## src/rtl/unit_in_tx_pkg.sv

```systemverilog
// Shared definitions for the unit input transmitter: data width and FSM state type.
package unit_in_tx_pkg;

  localparam int unsigned UNIT_INPUT_WIDTH = 64;
  localparam int unsigned CNT_WIDTH        = 8;

  typedef enum logic [1:0] {
    IDLE = 2'd0,
    SEND = 2'd1,
    ERR  = 2'd2
  } state_t;

endpackage

```

## src/rtl/unit_in_tx.sv

```systemverilog
// Forwards upstream packets into the unit input buffer one word per cycle,
// gated by unit thread availability and almost-full, with length checking.
module unit_in_tx
  import unit_in_tx_pkg::*;
#(
  parameter int unsigned MAX_PKT_WORDS = 64,
  parameter int unsigned MIN_PKT_WORDS = 2
) (
  input  logic                        CLK,
  input  logic                        RESET,
  input  logic [UNIT_INPUT_WIDTH-1:0] din,
  input  logic                        din_last,
  input  logic                        din_valid,
  output logic                        din_ready,
  output logic [UNIT_INPUT_WIDTH-1:0] unit_in,
  output logic                        unit_in_ctrl,
  output logic                        unit_in_wr_en,
  input  logic                        unit_in_afull,
  input  logic                        unit_in_ready,
  output logic                        busy,
  output logic [15:0]                 pkt_sent,
  output logic                        err
);

  localparam logic [CNT_WIDTH:0] MAX_W = (CNT_WIDTH+1)'(MAX_PKT_WORDS);
  localparam logic [CNT_WIDTH:0] MIN_W = (CNT_WIDTH+1)'(MIN_PKT_WORDS);

  state_t               state;
  state_t               state_nxt;
  logic [CNT_WIDTH-1:0] count;
  logic [CNT_WIDTH:0]   count_inc;
  logic                 accept;
  logic                 fwd;
  logic                 pkt_done;
  logic                 len_err;

  always_comb begin
    state_nxt = state;
    din_ready = 1'b0;
    accept    = 1'b0;
    fwd       = 1'b0;
    pkt_done  = 1'b0;
    len_err   = 1'b0;
    count_inc = {1'b0, count} + 1'b1;
    unique case (state)
      IDLE: begin
        if (unit_in_ready && din_valid) state_nxt = SEND;
      end
      SEND: begin
        // unit_in_ready is deliberately ignored here: the unit drops it mid-packet
        din_ready = ~unit_in_afull;
        accept    = din_valid & ~unit_in_afull;
        if (accept) begin
          if (din_last) begin
            fwd = 1'b1;
            if (count_inc >= MIN_W) begin
              pkt_done  = 1'b1;
              state_nxt = IDLE;
            end else begin
              len_err   = 1'b1;
              state_nxt = ERR;
            end
          end else if (count_inc == MAX_W) begin
            // a non-last word in the final slot can never close the packet: drop it
            len_err   = 1'b1;
            state_nxt = ERR;
          end else begin
            fwd = 1'b1;
          end
        end
      end
      ERR: begin
      end
      default: state_nxt = IDLE;
    endcase
  end

  always_ff @(posedge CLK) begin
    if (RESET) begin
      state         <= IDLE;
      unit_in       <= '0;
      unit_in_ctrl  <= 1'b0;
      unit_in_wr_en <= 1'b0;
      count         <= '0;
      pkt_sent      <= '0;
      err           <= 1'b0;
    end else begin
      state         <= state_nxt;
      unit_in_wr_en <= fwd;
      if (fwd) begin
        unit_in      <= din;
        unit_in_ctrl <= din_last;
      end
      if (state != SEND) count <= '0;
      else if (accept)   count <= count_inc[CNT_WIDTH-1:0];
      if (pkt_done) pkt_sent <= pkt_sent + 16'd1;
      if (len_err)  err      <= 1'b1;
    end
  end

  assign busy = (state == SEND);

endmodule

```

## config.mk

```make
export PLATFORM = sky130hd
export DESIGN_NAME = unit_in_tx
export DESIGN_NICKNAME = d
export VERILOG_FILES = /design/src/rtl/unit_in_tx_pkg.sv /design/src/rtl/unit_in_tx.sv
export SDC_FILE = /design/constraint.sdc
export NUM_CORES = 1
export LEC_CHECK = 0
export ABC_CLOCK_PERIOD_IN_PS = 5500
export CAP_MARGIN = 20
export CORE_MARGIN = 2
export CORE_UTILIZATION = 41
export DETAILED_ROUTE_END_ITERATION = 10
export PLACE_DENSITY_LB_ADDON = 0.12
export SLEW_MARGIN = 20
export SYNTH_ARGS = -nofsm -noshare
export SYNTH_HDL_FRONTEND = slang
export SYNTH_SLANG_ARGS = --single-unit
export TNS_END_PERCENT = 5
```

## constraint.sdc

```tcl
create_clock -name CLK -period 5.5 [get_ports CLK]
set_clock_uncertainty 0.1 [all_clocks]
set_input_delay 1.65 -clock CLK [delete_from_list [all_inputs] [get_ports CLK]]
set_output_delay 1.65 -clock CLK [all_outputs]
set_load 0.1 [all_outputs]
```

# --- Word-level counts from Yosys, hierarchy flattened ---
# Cells that the tools add are included.
totals:
  register_bits: 93
  in_bits: 70
  word_cells: 45
op_classes:
  add_sub_neg: 2
  n_lt_le_gt_ge: 1
  n_eq_ne: 7
  mux: 21
  bitwise_logic: 3
  reduce_logical: 4
ops:
  columns: ["cell", "count"]
  rows:
  - ["16-bit by 1-bit adder with 16-bit output, second input constant", 1]
  - ["1-bit 2-to-1 mux", 15]
  - ["2-bit 2-to-1 mux", 5]
  - ["8-bit by 1-bit adder with 9-bit output, second input constant", 1]
  - ["9-bit by 7-bit equality test with 1-bit output, second input constant", 1]
  - ["9-bit by 2-bit greater-or-equal comparator with 1-bit output, second input constant", 1]
  - ["2-bit case mux with 3 select lines", 1]
  - ["2-bit by 1-bit != test with 1-bit output, second input constant", 2]
  - ["4-bit AND reduction", 1]
  - ["3-bit by 2-bit != test with 1-bit output, second input constant", 1]
  - ["2-bit by 1-bit equality test with 1-bit output, second input constant", 1]
  - ["2-bit equality test, second input constant", 1]
  - ["2-bit zero test", 1]
  - ["2-bit != test, second input constant", 1]
  - ["1-bit NOT", 2]
  - ["2-bit OR reduction", 1]
  - ["1-bit AND", 1]
  - ["1-bit logical AND", 1]

# --- Logic depth before layout (Yosys ltp) ---
logic_depth:
  word_depth: 6
  mapped_depth: 9
  mapped_depth_nobuf: 7

# --- Least setup slack after synthesis ---
# Ideal clock, no wire load.
synth_timing:
  path_type: "reg2out"
  startpoint: "register state[0]"
  endpoint: "output din_ready"
  arrival_ns: 2.696
  path_slack_ns: 1.054
  path_stages_with_launch: 3
  cell_sequence: "dfxtp_1 -> nor2b_1 -> and2_1"
synth_between:
  elab_chain_len: 2
synth_lines:
  columns: ["item", "line_no", "text"]
  rows:
  - ["start, declared", "unit_in_tx.sv:28", "state_t state;"]
  - ["start signal, assigned", "unit_in_tx.sv:88", "state <= state_nxt;"]
  - ["2-bit by 1-bit equality test with 1-bit output", null, null]
  - ["net busy", "unit_in_tx.sv:20", "output logic busy,"]
  - ["1-bit 2-to-1 mux", "unit_in_tx.sv:45", "unique case (state)"]
  - ["end, declared", "unit_in_tx.sv:14", "output logic din_ready,"]
# The timed path passes the listed nets, and every way through them passes these cells.

# --- Final worst setup path ---
layout_timing:
  startpoint: "input unit_in_afull"
  endpoint: "output din_ready"
layout_between:
  elab_chain_len: 2
layout_lines:
  columns: ["item", "line_no", "text"]
  rows:
  - ["start, declared", "unit_in_tx.sv:18", "input logic unit_in_afull,"]
  - ["1-bit NOT", "unit_in_tx.sv:51", "din_ready = ~unit_in_afull;"]
  - ["1-bit 2-to-1 mux", "unit_in_tx.sv:45", null]
# No other way between the ends.

==> run summary <==
Post-synthesis instance total: 456
Syn Std Cell Area: 4410 um2
Synth top area share: 42.21%
Drt total wl: 10410 um
Die ar.: 11600 um2
GRT Residual Overflow: 0
Multi-input gate area: 2337 um2
Number of global-route vias before repair: 3571
Total I/O pin count: 155
GP Congestion: 0.7647
Share of layout cells above drive strength 1: 5.000%
CTS root buffer: clkbuf_8
Final Hold Fails: 0
Period utilization: 79.44%
DRC violations left: 0
Drt pass-1 iters: 4
Worst path max stage delay: 0.45 ns
Largest net degree at the start of global routing: 88
Worst setup EP type: output pin
Initial antenna violation count: 0
Top post-synthesis cells by area: dfxtp_1 (42%), nand2b_1 (18%), mux2i_1 (15%)
Setup TNS: 0 ns
Core ar.: 10370 um2
Cts bufs inserted: 9
Register area share after synthesis: 42.21%
Fmax achieved: 228.9 MHz
Synth Area in Adders: 0.8511%
Hold Slack: 0.3576 ns
Worst path slowest cell: clkdlybuf4s50_1
Reg clk slew, reported paths: 0.09 ns
Leak pwr: 2.060 nW
Sinks on Clock Net: 93
CP arrival: 2.62 ns
Nets@finish: 668
Count of flip-flops with a built-in enable after synthesis: 0
Top-count cell post-synth: nand2b_1
Simple-gate share of the synthesized area: 28.54%
Post-CTS resize count: 0
Xor and xnor fraction of the mapped netlist area: 1.390%
Fill cell count: 926
Total track usage: 18.28%
Final slew viol count: 0
Max-cap violations: 0
FF+latch area: 1862 um2
RSZ-0062 raised after global routing: false
Syn Area/Cell: 9.672 um2
Slew headroom: 32.08%
Post-DP HPWL: 7391 um
Synth Net Count: 529
Via count: 3616
CTS max path bufs: 2
FFs w/ async S/R, synth: 0%
TritonCTS clock tree: yes
Critical path's top delay family: buffers and inverters
FP Rows: 37
Die Span Y: 107.7 um
Synth unique cells: 45
Vias per Instance: 4.913
Worst Path Required: 3.75 ns
Critical-path maximum fanout: 3
Status: completed
Hold Buf Count CTS: 0
DRT iter0 DRCs: 130
Chip width: 107.7 um
First-pass GRT wire length: 16780 um
Post-route ant nets: 0
Multiplexer share of the synthesized area: 15.04%
Initial Util: 42.53%
Largest family of logic cells by synthesized area: simple AND/OR/NAND/NOR gates
Synth top cells by count: nand2b_1 (130), dfxtp_1 (93), mux2i_1 (64), clkbuf_1 (19), a21oi_1 (18)
CP bufs+invs: 3
Setup-failing EPs final: 0
Synth Area in Compound Gates: 7.177%
Type of the tightest min-delay check: reg -> reg
Yosys warnings: 0
Maximum vdd drop: 150.3 uV
H-tree depth: 3
Top FF cell, synth: dfxtp_1
Post-CTS Setup Inserts: 0
Clk_lat worst skew: 0.37 ns
Antenna diodes: 0
Register bit total from synthesis: 93
WL/cell: 14.15 um
Least-Margin Pin Slew: 1.016 ns
Setup CP Type: in -> out
CP startpoint kind: primary input
Cell Pwr Density: 228.7 nW/um2
Worst path cell trace: clkdlybuf4s50_1, inv_1, and2_1, buf_4
Min cycle time layout: 4.369 ns
Area grow syn2layout: 41.05%
IO Port Bufs: 154
Cell taking the most area after synthesis: dfxtp_1
cell type report:
| cell class | instances | area share [%] |
|---|---|---|
| multi-input cells | 324 | 37.57 |
| flip-flops and latches | 93 | 29.93 |
| well taps | 136 | 2.735 |
| clock inverters | 4 | 1.126 |
| clock buffers | 12 | 2.494 |
| repair buffers | 159 | 25.66 |
| inverters | 8 | 0.4827 |
state kept, by name (all words and copies together) (netlist names):
name	cells
state	2
unit_in_wr_en	1
count	8
unit_in	64
err	1
unit_in_ctrl	1
pkt_sent	16
worst reg2reg max path, cell delays in order, from the launching register on:
cell      delay, ns
dfxtp_1        0.45
ha_1           0.31
nand2_1        0.17
a2111o_1       0.45
a211oi_4       0.70
or4_1          0.23
a21oi_1        0.06
power by group:
part / internal, mW / switching [mW] / total [mW]
sequential: 0.683 / 0.00604 / 0.689
clock: 0.280 / 0.236 / 0.516
combinational: 0.0928 / 0.125 / 0.217
stage by stage:
step	setup slack, ns	util [%]	cell area [um2]	std cells	total power [mW]
2_1_floorplan	1.054	-	4410	456	0.8429
5_1_grt	1.097	59.99	6221	736	1.482
6_report	1.131	59.99	6221	736	1.423
3_3_place_gp	1.194	57.82	5996	720	0.9208
4_1_cts	1.148	59.99	6221	736	1.442
3_5_place_dp	1.150	57.82	5996	720	0.9240
logic make-up after synthesis:
family / after synthesis
XOR/XNOR: 7
AND/OR/NAND/NOR: 206
buffers and inverters: 39
AO/OA/AOI/OAI: 42
multiplexers: 66
adder cells (fa/ha/maj): 3
flip-flops: 93
layer usage:
metal / part of all wire, % / up-vias / routed length (um) / global-route usage (%)
met5: 0 / - / 0 / 0
met4: 2.2 / 0 / 231 / 8.242
met3: 8.4 / 15 / 875 / 7.567
met2: 47 / 101 / 4856 / 28.93
met1: 43 / 1675 / 4449 / 21.57
li1: - / 1825 / - / -
cells in the final DEF, fill, tap and decap left out, types with 2 or more instances in the layout:
| cell type | count |
|---|---|
| clkdlybuf4s50_1 | 152 |
| nand2b_1 | 130 |
| dfxtp_1 | 93 |
| mux2i_1 | 64 |
| a21oi_1 | 18 |
| nor2_1 | 14 |
| nand3_1 | 13 |
| o31ai_1 | 11 |
| or4_1 | 11 |
| clkbuf_8 | 11 |
| inv_1 | 8 |
| nand2_1 | 7 |
| nor3_1 | 5 |
| xnor2_1 | 5 |
| nand4_1 | 4 |
| buf_4 | 4 |
| nor2b_1 | 3 |
| or3_1 | 3 |
| and3_1 | 3 |
| o21ai_0 | 3 |
| ha_1 | 3 |
| and2_1 | 2 |
| mux2_2 | 2 |
| a211oi_1 | 2 |
| xor2_1 | 2 |
| nor4_1 | 2 |
| clkinv_2 | 2 |
| bufinv_16 | 2 |
| buf_12 | 2 |
worst paths after layout:
kind | startpoint | to | slack, ns | cells past startpoint
min reg2reg | err | err | 0.36 | 2
max | unit_in_afull | din_ready | 1.13 | 4
min | err | err | 0.36 | 2
max reg2reg | count[0] | pkt_sent[13] | 2.87 | 6
No activity file was read; power rests on OpenSTA's default activity.
